### src/rtl/sercmp_x1.sv
`default_nettype none
// ============================================================================
//  Module      : sercmp_x1
//  Description : Bit-serial equality checker. Accumulates XNOR(i0,i1) over a
//                frame of WIDTH enabled bits and reports the frame result
//                (all-equal flag and mismatch count) with a one-cycle valid.
//  Revision    : 1.0 - initial release
// ============================================================================
module sercmp_x1 #(
    parameter int WIDTH = 8,
    parameter int CW    = 4
) (
    input  logic          ck,
    input  logic          rst,
    input  logic          i0,
    input  logic          i1,
    input  logic          en,
    input  logic          start,
    output logic          q,
    output logic          valid,
    output logic          busy,
    output logic [CW-1:0] mmcnt
);

    // Bit counter only needs to reach WIDTH-1; the frame closes on that bit.
    localparam int                c_CNTW = (WIDTH > 1) ? $clog2(WIDTH) : 1;
    localparam logic [c_CNTW-1:0] c_LAST = c_CNTW'(WIDTH - 1);

    localparam logic [0:0] c_IDLE = 1'b0;
    localparam logic [0:0] c_RUN  = 1'b1;

    logic [0:0]        r_state;
    logic [0:0]        w_state_nxt;

    logic [c_CNTW-1:0] r_cnt;
    logic              r_eq;
    logic [CW-1:0]     r_mm;

    logic              r_q;
    logic              r_valid;
    logic [CW-1:0]     r_mmcnt;

    logic              w_run;
    logic              w_mis;
    logic              w_old_last;
    logic              w_restart;
    logic              w_sample;
    logic              w_done;
    logic [c_CNTW-1:0] w_base_cnt;
    logic              w_base_eq;
    logic [CW-1:0]     w_base_mm;
    logic [c_CNTW-1:0] w_cnt_nxt;
    logic              w_eq_nxt;
    logic [CW-1:0]     w_mm_nxt;

    assign w_run      = (r_state == c_RUN);
    assign w_mis      = i0 ^ i1;

    // An enabled bit at count WIDTH-1 in RUN closes the current frame; a start
    // on that same edge does not abort it but arms the following frame.
    assign w_old_last = w_run && en && (r_cnt == c_LAST);
    assign w_restart  = start && !w_old_last;

    // On a (re)start the accumulation begins from a clean slate, and the bit
    // sampled in that cycle (if any) is bit 0 of the new frame.
    assign w_base_cnt = w_restart ? '0   : r_cnt;
    assign w_base_eq  = w_restart ? 1'b1 : r_eq;
    assign w_base_mm  = w_restart ? '0   : r_mm;

    assign w_sample   = en && (w_run || w_restart);
    assign w_done     = w_sample && (w_base_cnt == c_LAST);

    assign w_cnt_nxt  = w_sample ? (w_base_cnt + c_CNTW'(1))  : w_base_cnt;
    assign w_eq_nxt   = w_sample ? (w_base_eq & ~w_mis)       : w_base_eq;
    assign w_mm_nxt   = w_sample ? (w_base_mm + CW'(w_mis))   : w_base_mm;

    // State register
    always_ff @(posedge ck) begin
        if (rst) begin
            r_state <= c_IDLE;
        end else begin
            r_state <= w_state_nxt;
        end
    end

    // Next-state logic: completion wins, then (re)start, else hold
    always_comb begin
        w_state_nxt = r_state;
        if (w_done) begin
            w_state_nxt = (w_old_last && start) ? c_RUN : c_IDLE;
        end else if (w_restart) begin
            w_state_nxt = c_RUN;
        end
    end

    // Output logic: busy mirrors the RUN state
    always_comb begin
        busy = (r_state == c_RUN);
    end

    // Running accumulation; cleared whenever a frame completes
    always_ff @(posedge ck) begin
        if (rst || w_done) begin
            r_cnt <= '0;
            r_eq  <= 1'b1;
            r_mm  <= '0;
        end else begin
            r_cnt <= w_cnt_nxt;
            r_eq  <= w_eq_nxt;
            r_mm  <= w_mm_nxt;
        end
    end

    // Frame result registers; q/mmcnt hold until the next completed frame
    always_ff @(posedge ck) begin
        if (rst) begin
            r_q     <= 1'b0;
            r_valid <= 1'b0;
            r_mmcnt <= '0;
        end else begin
            r_valid <= w_done;
            if (w_done) begin
                r_q     <= w_eq_nxt;
                r_mmcnt <= w_mm_nxt;
            end
        end
    end

    assign q     = r_q;
    assign valid = r_valid;
    assign mmcnt = r_mmcnt;

endmodule
`default_nettype wire

### config.mk
export PLATFORM = sky130hd
export DESIGN_NAME = sercmp_x1
export DESIGN_NICKNAME = d
export VERILOG_FILES = /design/src/rtl/sercmp_x1.sv
export SDC_FILE = /design/constraint.sdc
export NUM_CORES = 1
export LEC_CHECK = 0
export BUFFER_PORTS_ARGS = -buffer_cell sky130_fd_sc_hd__buf_2
export CAP_MARGIN = 10
export CORE_MARGIN = 2
export CORE_UTILIZATION = 40
export DETAILED_ROUTE_END_ITERATION = 8
export GPL_ROUTABILITY_DRIVEN = 0
export PLACE_DENSITY_LB_ADDON = 0.08
export SLEW_MARGIN = 10
export SYNTH_ARGS = -nofsm -noshare
export SYNTH_HDL_FRONTEND = slang
export SYNTH_SLANG_ARGS = --single-unit
### constraint.sdc
create_clock -name ck -period 1.9 [get_ports ck]
set_clock_uncertainty 0.05 [all_clocks]
set_input_delay 0.19 -clock ck [delete_from_list [all_inputs] [get_ports ck]]
set_output_delay 0.19 -clock ck [all_outputs]
set_load 0.02 [all_outputs]
Word level (Yosys, flattened, before mapping):

Index checks and enable logic that the tools add are counted.

* bits in registers: 15
* input port bits: 6
* output and inout port bits: 7
* logic and storage cells: 33

* add/subtract/negate cells: 2
* equality and inequality tests: 2
* muxes and demuxes: 9
* bitwise gates (word level): 3
* reduce and logical (&&, ||, !) cells: 10

Operators by type and width (count)
* $mux W4: 2
* $eq A3 B3 Y1 const B: 2
* $logic_and A1 B1 Y1: 6
* $mux W3: 2
* $mux W1: 5
* $add A4 B1 Y4: 1
* $add A3 B1 Y3 const B: 1
* $logic_or A1 B1 Y1: 2
* $reduce_bool A2 Y1: 1
* $and A1 B1 Y1: 1
* $logic_not A1 Y1: 1
* $not A1 Y1: 1
* $xor A1 B1 Y1: 1

Longest topological paths before layout:

Gate-level depths: netlist (run 1).

* word-level depth: 8
* mapped depth: 10
* gate-level depth less buffers: 10

Least setup slack after synthesis (run 1):

OpenSTA, ideal clock, no wires.

* path kind: register -> register
* start point: register r_state (netlist: busy)
* end point: register r_cnt[2]
* library setup time: 0.122 ns
* arrival: 1.931 ns
* required time: 1.728 ns
* path slack: -0.203 ns
* stages on the path, launching flop included: 10
* path buffers: 0
* clock period less this slack: 2.103 ns
* path through: dfxtp_1 > nand4_1 > o21ai_2 > and2_2 > ha_1 > ha_1 > o211ai_4 > and2b_4 > nand3_1 > o31ai_2

* longest elaborated chain between the ends: 8
* elaborated cells on any way between the ends: 12
* those cells by class: 1 x add/sub; 1 x eq/ne; 2 x mux; 8 x reduce/logical

Ends and longest elaborated chain
* start, declared: line 32 `logic [0:0] r_state;`
* start signal, assigned: line 80 `r_state <= c_IDLE;`
* start signal, assigned: line 82 `r_state <= w_state_nxt;`
* parallel branches: the longest is 8 deep, another holds $add A3 B1 Y3
* end signal, assigned: line 108 `r_cnt <= w_cnt_nxt;`
* end, declared: line 35 `logic [c_CNTW-1:0] r_cnt;`

Several ways; the timed one is not identified.
A chain may end at the register's enable or synchronous reset.

Worst setup path after layout (run 1):

* start point: register r_cnt[0]
* end point: register r_cnt[0]

* longest elaborated chain between the ends: 8
* elaborated cells on any way between the ends: 12
* those cells by class: 1 x add/sub; 2 x eq/ne; 2 x mux; 7 x reduce/logical

Ends and longest elaborated chain
* parallel branches: the longest is 8 deep, another holds $add A3 B1 Y3

Several ways; the timed one is not identified.

==> impl_metrics.tcl, run 1 <==
set metrics [dict create \
    crit_path_end_kind "flop" \
    crit_buf_inv 1 \
    port-buffer-count 12 \
    final_core_util 0.6184 \
    hp-class "in2reg" \
    root_buffer "clkbuf_4" \
    grt_max_degree 10 \
    r2r_end "r_cnt[0]" \
    cts_tree "built" \
    fp-row-count 15 \
    startpoint_type "flop" \
    drt_iter0_drc 9 \
    yosys-top-cells-area "dfxtp_1 (39%), ha_1 (6.6%), nand2_1 (5.9%)" \
    synth_top_area_share 0.3947 \
    drv_cap 0 \
    register_area_um2 306.5 \
    crit_arrival_ns 1.99 \
    cpPeakStageDelay_ns 0.35 \
    cts_buffer_depth 2 \
    fillers 145 \
    antenna_found_initial 0 \
    synthDistinctLibCells 32 \
    grt_overflow 0 \
    place_hpwl_um 1159 \
    timing.fmax_ghz 0.5363 \
    grt_pass1_vias 537 \
    hold_start "rst" \
    rr_worst_depth 10 \
    clk_pin_slew_ns 0.10 \
    post-route-min-period_ns 1.865 \
    drive_above_1_share 0.5225 \
    status "completed" \
    synthCells 82 \
    min_to "q" \
    clk_latency_ns 0.29 \
    io_pins 13 \
    die_y_um 47.61 \
    setup.worst_path.start "r_cnt[0]" \
    grt_first_pass_wirelength_um 2421 \
    hold_viol 0 \
    synth_fp_nets 92 \
    dr.pass1.iters 4 \
    crit_chain "nand4_1 -> o21ai_2 -> and2_4 -> ha_4 -> ha_4 -> o211ai_4 -> and2b_4 -> buf_6 -> nand2_2 -> mux2i_1" \
    timing.slew.headroom 0.5780 \
    rsz0062_at_grt "yes" \
    via_count 667 \
    dp.cells 126 \
    cts_max_level 1 \
    maxSlewViolCount 0 \
    core-area_mm2 0.001764 \
    vdd_ir_drop_max_mv 0.3916 \
    setup.worst_path.class "reg2reg" \
    static-leakage-power_nw 0.4651 \
    die_area_mm2 0.002267 \
    rrSetupSlack_ns 0.04 \
    ant_nets 0 \
    required_ns 2.03 \
    crit_path_top_delay_cell "dfxtp_2" \
    yosys_warnings 0 \
    numCtsBuffers 3 \
    power_density_mw_per_mm2 551.0 \
    ys_seq_area_frac 0.3947 \
    worstPathMaxFanout 5 \
    avgSynthCellArea_um2 9.277 \
    drc 0 \
    cts_num_sinks 15 \
    synth_top_cell_by_area "dfxtp_1" \
    ys_seq_elements 15 \
    final_cell_mix "buf_4 (13), buf_2 (12), dfxtp_1 (12), nand2_1 (10), nor2_1 (6)" \
    multi_input_area_um2 534.3 \
    via_per_inst 4.904 \
    grt_usage 0.1574 \
    cpMostUsedCell "ha_4" \
    start_util 0.4312 \
    die_w_um 47.61 \
    syn_to_final_growth_pct 43.42 \
    setup_violations 0 \
    instances_no_fill 136 \
    tightest_slew_ns 0.6263 \
    hold_depth 2 \
    synthesis.area_um2 760.7 \
    routed_wl_um 1766 \
    n_antenna_cell 0 \
    routedWlPerCell_um 12.99 \
    r2r_start "r_cnt[0]" \
    crit_family "simple AND/OR/NAND/NOR gates" \
    final_common_cell "buf_4" \
    fin_nets 122 \
    finalCritPeriodShare 0.9815 \
]
==> layout make-up <==
| type | count | share of cell area |
|---|---|---|
| Clock buffer | 3 | 0.02064 |
| Clock inverter | 1 | 0.004587 |
| Inverter | 3 | 0.01032 |
| Multi-Input combinational cell | 62 | 0.4897 |
| Sequential cell | 15 | 0.2810 |
| Tap cell | 25 | 0.02867 |
| Timing Repair Buffer | 27 | 0.1651 |
==> cells in the mapped netlist <==
master and number:
nand2b_1 1, and4_1 1, a32oi_1 1, nor2_1 7
xor2_1 3, a21oi_1 3, o21ai_1 1, nand2_1 12
inv_1 3, a21o_1 1, nor3_2 1, buf_6 1
o21ai_0 3, a2bb2oi_1 1, nand2_2 1, o22ai_1 1
nand4_1 1, o31ai_2 2, a21boi_2 1, nand4_2 1
ha_1 4, dfxtp_1 15, buf_1 1, and2_2 1
o21a_1 1, and2_1 2, o21ai_2 2, nand3_1 4
mux2i_1 3, nand3b_1 1, and2b_4 1, o211ai_4 1
==> power breakdown <==
group	leakage [nW]	total (mW)	internal, mW	switching (mW)
Sequential	0.123	0.324	0.320	0.00360
Combinational	0.324	0.0858	0.0382	0.0477
Clock	0.0177	0.191	0.0781	0.113
Total	0.465	0.601	0.437	0.164
==> state kept, by name, indices dropped and copies added (netlist names) <==
name	count
busy	1
mmcnt	4
q	1
r_cnt	3
r_eq	1
r_mm	4
valid	1
==> logic make-up after synthesis <==
group           count (synthesis)  synth area share
buf+inv                         5           0.03453
compound gates                 18            0.1957
fa+ha+maj                       4           0.06579
flops                          15            0.3947
mux                             3           0.03948
simple gates                   34            0.2352
xor+xnor                        3           0.03455
==> metal layers <==
metal	track usage	vias to the layer above	routed length, µm
li1	-	341	-
met1	0.2248	310	899
met2	0.2297	12	779
met3	0.03396	4	55
met4	0.06486	0	33
met5	0	-	0
==> per-stage QoR <==
step                       TNS, ns  power [mW]  worst slack (ns)  hold WS, ns  area (µm²)
after floorplan                  0      0.3708          0.009276       0.3068       764.5
after global placement           0      0.3970           0.06205       0.4083       908.4
after detailed placement         0      0.3966           0.03580       0.4083       908.4
after CTS                        0      0.5844          0.009752       0.1328       935.9
after global routing      -0.08670      0.6285          -0.03518       0.1659        1091
final                            0      0.6011           0.03522       0.1592        1091
==> worst max path at each step <==
stage,to,slack [ns],depth (start not counted)
detailed placement,r_cnt[2],0.04,9
finish,r_cnt[0],0.04,10
CTS,r_cnt[2],0.01,9
global placement,r_cnt[2],0.06,10
floorplan,r_cnt[2],0.009,9
global route,r_cnt[2],-0.04,9
==> what timing repair did <==
action	CTS	global route
hold buffers	0	0
buffers inserted	0	6
resized for setup	0	26
endpoints found under the setup margin	0	8
Note: power is estimated with default switching activity, not from simulation.
==> inputs of run 2 (changes only) <==
BUFFER_PORTS_ARGS = default   (was -buffer_cell sky130_fd_sc_hd__buf_2)
DONT_BUFFER_PORTS = 1   (was default)
MAX_ROUTING_LAYER = met4   (was default)
==> run 2 against run 1 <==
Compared with the run above:
- power is 3.7% lower
- first-iteration DRC count stayed put
- core utilization is 2.6 points lower
- die area stayed put
- critical endpoint is now mmcnt[2]
- routed wire length is 5.3% higher
- sequential power hardly changed
- final cell count is 8.1% lower
- critical path depth is 1 lower
- clock-buffer cell count is 1 higher
- flip-flop and latch count stayed put
- global-route usage is 1.3 points higher
- maximum frequency is 0.16% lower
==> impl_metrics.tcl, run 2 (synthesis gave the netlist of run 1 again) <==
set metrics [dict create \
    fin_tns_setup_ns 0 \
    power_density_mw_per_mm2 553.9 \
    multi_input_area_um2 539.3 \
    grt_max_degree 10 \
    antenna_found_initial 0 \
    worstPathMaxFanout 3 \
    whs_ns 0.03761 \
    grt_pass1_vias 529 \
    cts_tree "built" \
    syn_to_final_growth_pct 37.34 \
    setup.worst_path.class "reg2reg" \
    finalCritPeriodShare 0.9830 \
    timing.fmax_ghz 0.5354 \
    ant_nets 0 \
    static-leakage-power_nw 0.4014 \
    dr.pass1.iters 4 \
    maxSlewViolCount 0 \
    die_area_mm2 0.002267 \
    io_pins 13 \
    status "completed" \
    port-buffer-count 0 \
    drive_above_1_share 0.4800 \
    fp-row-count 15 \
    die_y_um 47.61 \
    timing.slew.headroom 0.5624 \
    rsz0062_at_grt "yes" \
    drt_iter0_drc 9 \
    hp-class "in2reg" \
    vdd_ir_drop_max_mv 0.4985 \
    post-route-min-period_ns 1.868 \
    final_core_util 0.5922 \
    via_count 623 \
    placed_cell_area_um2 840.8 \
    required_ns 2.04 \
    clk_latency_ns 0.28 \
    register_area_um2 306.5 \
    fin_area_mm2 0.001045 \
    start_util 0.4312 \
    via_per_inst 4.984 \
    final_cell_mix "buf_4 (13), dfxtp_1 (12), nand2_1 (10), nor2_1 (5), ha_4 (4)" \
    routedWlPerCell_um 14.87 \
    grt_overflow 0 \
    n_antenna_cell 0 \
    drv_cap 0 \
    place_hpwl_um 1137 \
    hold_viol 0 \
    root_buffer "clkbuf_4" \
    crit_path_end_kind "flop" \
    cts_buffer_depth 2 \
    numCtsBuffers 3 \
    fillers 158 \
    fin_nets 111 \
    startpoint_type "flop" \
    tightest_slew_ns 0.6496 \
    final_common_cell "buf_4" \
    setup_violations 0 \
    core-area_mm2 0.001764 \
    crit_arrival_ns 2.01 \
    clk_pin_slew_ns 0.08 \
    grt_first_pass_wirelength_um 2484 \
    routed_wl_um 1859 \
    cts_num_sinks 15 \
    drc 0 \
    cts_max_level 1 \
    grt_usage 0.1704 \
    die_w_um 47.61 \
]
==> run 2: worst paths after layout <==
kind	startpoint	endpoint	slack (ns)	cells after the start
setup / recovery	r_cnt[1]	mmcnt[2]	0.03	9
setup reg to reg	r_cnt[1]	mmcnt[2]	0.03	9
hold / removal	rst	mmcnt[3]	0.04	2
hold reg to reg	r_eq	r_eq	0.44	2
==> run 2: what timing repair did <==
item / CTS / global route
setup buffers: 2 / 5
resized for setup: 0 / 29
pin swaps: 1 / 12
hold buffers: 1 / 0
endpoints found under the hold margin: 6 / 0
setup endpoints to repair: 1 / 13
cloned: 0 / 0
==> run 2: critical path: stages, from the launching register on <==
cell	delay (ns)
dfxtp_2	0.35
nand4_1	0.14
o21ai_2	0.24
buf_6	0.13
and2_4	0.14
ha_4	0.14
ha_4	0.12
nand2_2	0.05
xor2_2	0.17
o31ai_2	0.25
==> run 2: layer usage <==
metal	global-route usage	routed length (µm)	vias to the layer above
li1	-	-	320
met4	0.04865	10	0
met5	-	0	-
met3	0.06415	88	2
met1	0.2202	903	288
met2	0.2486	856	13
==> run 2: stage by stage <==
stage | cells | total power [mW] | setup WS [ns]
6_report | 125 | 0.5787 | 0.03221
3_5_place_dp | 113 | 0.3821 | 0.01114
3_3_place_gp | 113 | 0.3820 | 0.03677
5_1_grt | 125 | 0.6098 | -0.1014
4_1_cts | 120 | 0.5672 | 0.01312
2_1_floorplan | 82 | 0.3708 | 0.009276
==> run 2: cell type report <==
| class | instances | share of cell area |
|---|---|---|
| multi-input cells | 62 | 0.5162 |
| flip-flops and latches | 15 | 0.2934 |
| repair buffers | 16 | 0.1246 |
| well taps | 25 | 0.02994 |
| clock buffers | 4 | 0.02515 |
| inverters | 3 | 0.01078 |
==> run 2: report_power, final <==
group          switching, mW  internal (mW)  leakage, nW
logic                 0.0412         0.0354        0.263
registers            0.00331          0.320        0.123
clock network         0.0970         0.0815       0.0150
==> inputs of run 3 (changes only) <==
ABC_AREA = 1   (was default)
==> run 3 against run 2 <==
Compared with the run above:
- critical path depth grew 2
- synthesized area is 0.16% higher
- via count decreased by 6.7%
- non-clock buffer count shrank 12
- flip-flop and latch count unchanged
- global-route usage fell by 1.8 points
- worst setup slack better by 0.13 ns
- critical endpoint is now mmcnt[1]
- largest power group unchanged
==> impl_metrics.tcl, run 3 <==
set metrics [dict create \
    status "completed" \
    drv_cap 0 \
    final_cell_mix "nand2_1 (25), dfxtp_1 (15), inv_1 (13), a21oi_1 (6), nor2_4 (5)" \
    crit_buf_inv 1 \
    drt_iter0_drc 14 \
    fin_tns_setup_ns 0 \
    synth_commonest_cells "nand2_1 (25), dfxtp_1 (15), inv_1 (13), a21oi_1 (6)" \
    p_total_mw 0.5782 \
    cpPeakStageDelay_ns 0.33 \
    die_area_mm2 0.002270 \
    dr.pass1.iters 3 \
    timing.slew.headroom 0.7993 \
    die_y_um 47.65 \
    cts_num_sinks 15 \
    fp-row-count 15 \
    grt_first_pass_wirelength_um 2270 \
    core-area_mm2 0.001764 \
    ys_seq_elements 15 \
    grt_overflow 0 \
    synth_top_area_share 0.3941 \
    cts_max_level 1 \
    routedWlPerCell_um 10.82 \
    worstPathMaxFanout 8 \
    synthArstFlopShare 0 \
    die_w_um 47.65 \
    syn_to_final_growth_pct 12.15 \
    cts_buffer_depth 2 \
    vdd_ir_drop_max_mv 0.5051 \
    crit_chain "nand3_2 -> nor2_4 -> nor2_4 -> nor2_1 -> ha_1 -> ha_1 -> nand2_4 -> nand2_4 -> inv_2 -> nand2_1 -> o21ai_1" \
    port-buffer-count 0 \
    whs_ns 0.04121 \
    numCtsBuffers 3 \
    post-route-min-period_ns 1.742 \
    avgSynthCellArea_um2 8.021 \
    clk_latency_ns 0.28 \
    rrSetupSlack_ns 0.16 \
    yosys_warnings 0 \
    start_util 0.4319 \
    grt_pass1_vias 539 \
    crit_arrival_ns 1.92 \
    tightest_slew_ns 0.2999 \
    yosysMostFrequentCell "nand2_1" \
    drive_above_1_share 0.2136 \
    startpoint_type "flop" \
    timing.fmax_ghz 0.5741 \
    hp-class "in2reg" \
    final_core_util 0.4844 \
    cts_tree "built" \
    setup_violations 0 \
    required_ns 2.08 \
    crit_family "simple AND/OR/NAND/NOR gates" \
    crit_path_end_kind "flop" \
    power_density_mw_per_mm2 676.6 \
    hold_viol 0 \
    synth_top_cell_by_area "dfxtp_1" \
    crit_path_top_delay_cell "dfxtp_1" \
    finalCritPeriodShare 0.9168 \
    via_count 581 \
    synth_edf_count 0 \
    antenna_found_initial 0 \
    routed_wl_um 1385 \
    synthCells 95 \
    io_pins 13 \
    fin_ws_ns 0.1581 \
    synthDistinctLibCells 20 \
    maxSlewViolCount 0 \
    drc 0 \
    synthesis.area_um2 762.0 \
    ant_nets 0 \
    root_buffer "clkbuf_4" \
    fillers 189 \
    place_ws_ns 0.07090 \
    place_hpwl_um 1050 \
    clk_pin_slew_ns 0.10 \
    grt_max_degree 11 \
    rsz0062_at_grt "no" \
    register_area_um2 300.3 \
    via_per_inst 4.539 \
    fin_nets 114 \
    grt_usage 0.1529 \
    setup.worst_path.class "reg2reg" \
    yosys-top-cells-area "dfxtp_1 (39%), nand2_1 (12%), nor2_4 (7.4%)" \
    synthFlopType "dfxtp_1" \
    multi_input_area_um2 405.4 \
    n_antenna_cell 0 \
    static-leakage-power_nw 0.3675 \
    final_common_cell "nand2_1" \
    ys_seq_area_frac 0.3941 \
    synth_fp_nets 105 \
]
run 3: path summary, 6_finish.rpt:
| check | from | to | depth (start not counted) |
|---|---|---|---|
| setup / recovery | r_cnt[2] | mmcnt[1] | 11 |
| setup reg to reg | r_cnt[2] | mmcnt[1] | 11 |
| hold / removal | start | busy | 2 |
| hold reg to reg | r_eq | r_eq | 2 |
run 3: logic make-up (layout without fill, tap and decap cells):
group | after synthesis | in the layout | share of synthesized area
AOI/OAI and AO/OA | 15 | 15 | 0.1166
xor gates and xnor gates | 2 | 2 | 0.03285
adders and majority gates | 4 | 4 | 0.06568
buffers and inverters | 15 | 23 | 0.07718
DFF | 15 | 15 | 0.3941
and+or+nand+nor | 44 | 44 | 0.3136
run 3: routing by layer:
metal  GRT usage  wire (µm)  vias up
met5           -          0        -
met4     0.08108         12        0
met3     0.04151         57        2
met2      0.2270        633        9
met1      0.1881        682      255
li1            -          -      315
run 3: final cells by class:
cell class,count,share of cell area
Sequential cell,15,0.3514
Inverter,15,0.06881
Multi-Input combinational cell,65,0.4744
Timing Repair Buffer,4,0.03807
Clock buffer,4,0.03075
Tap cell,25,0.03660
run 3: what timing repair did:
action / in CTS / in global routing
setup buffers: 0 / 2
setup endpoints to repair: 0 / 7
hold buffers: 1 / 0
hold endpoints to repair: 2 / 0
gates resized for setup: 0 / 1
run 3: power breakdown:
part / internal, mW / switching, mW
clock: 0.0815 / 0.111
combinational: 0.0213 / 0.0395
sequential: 0.321 / 0.00342
run 3: stage by stage:
step / instance area [µm²] / std cells
finish: 854.6 / 128
global route: 854.6 / 128
CTS: 837.1 / 126
detailed placement: 800.8 / 121
global placement: 800.8 / 121
floorplan: 762.0 / 95
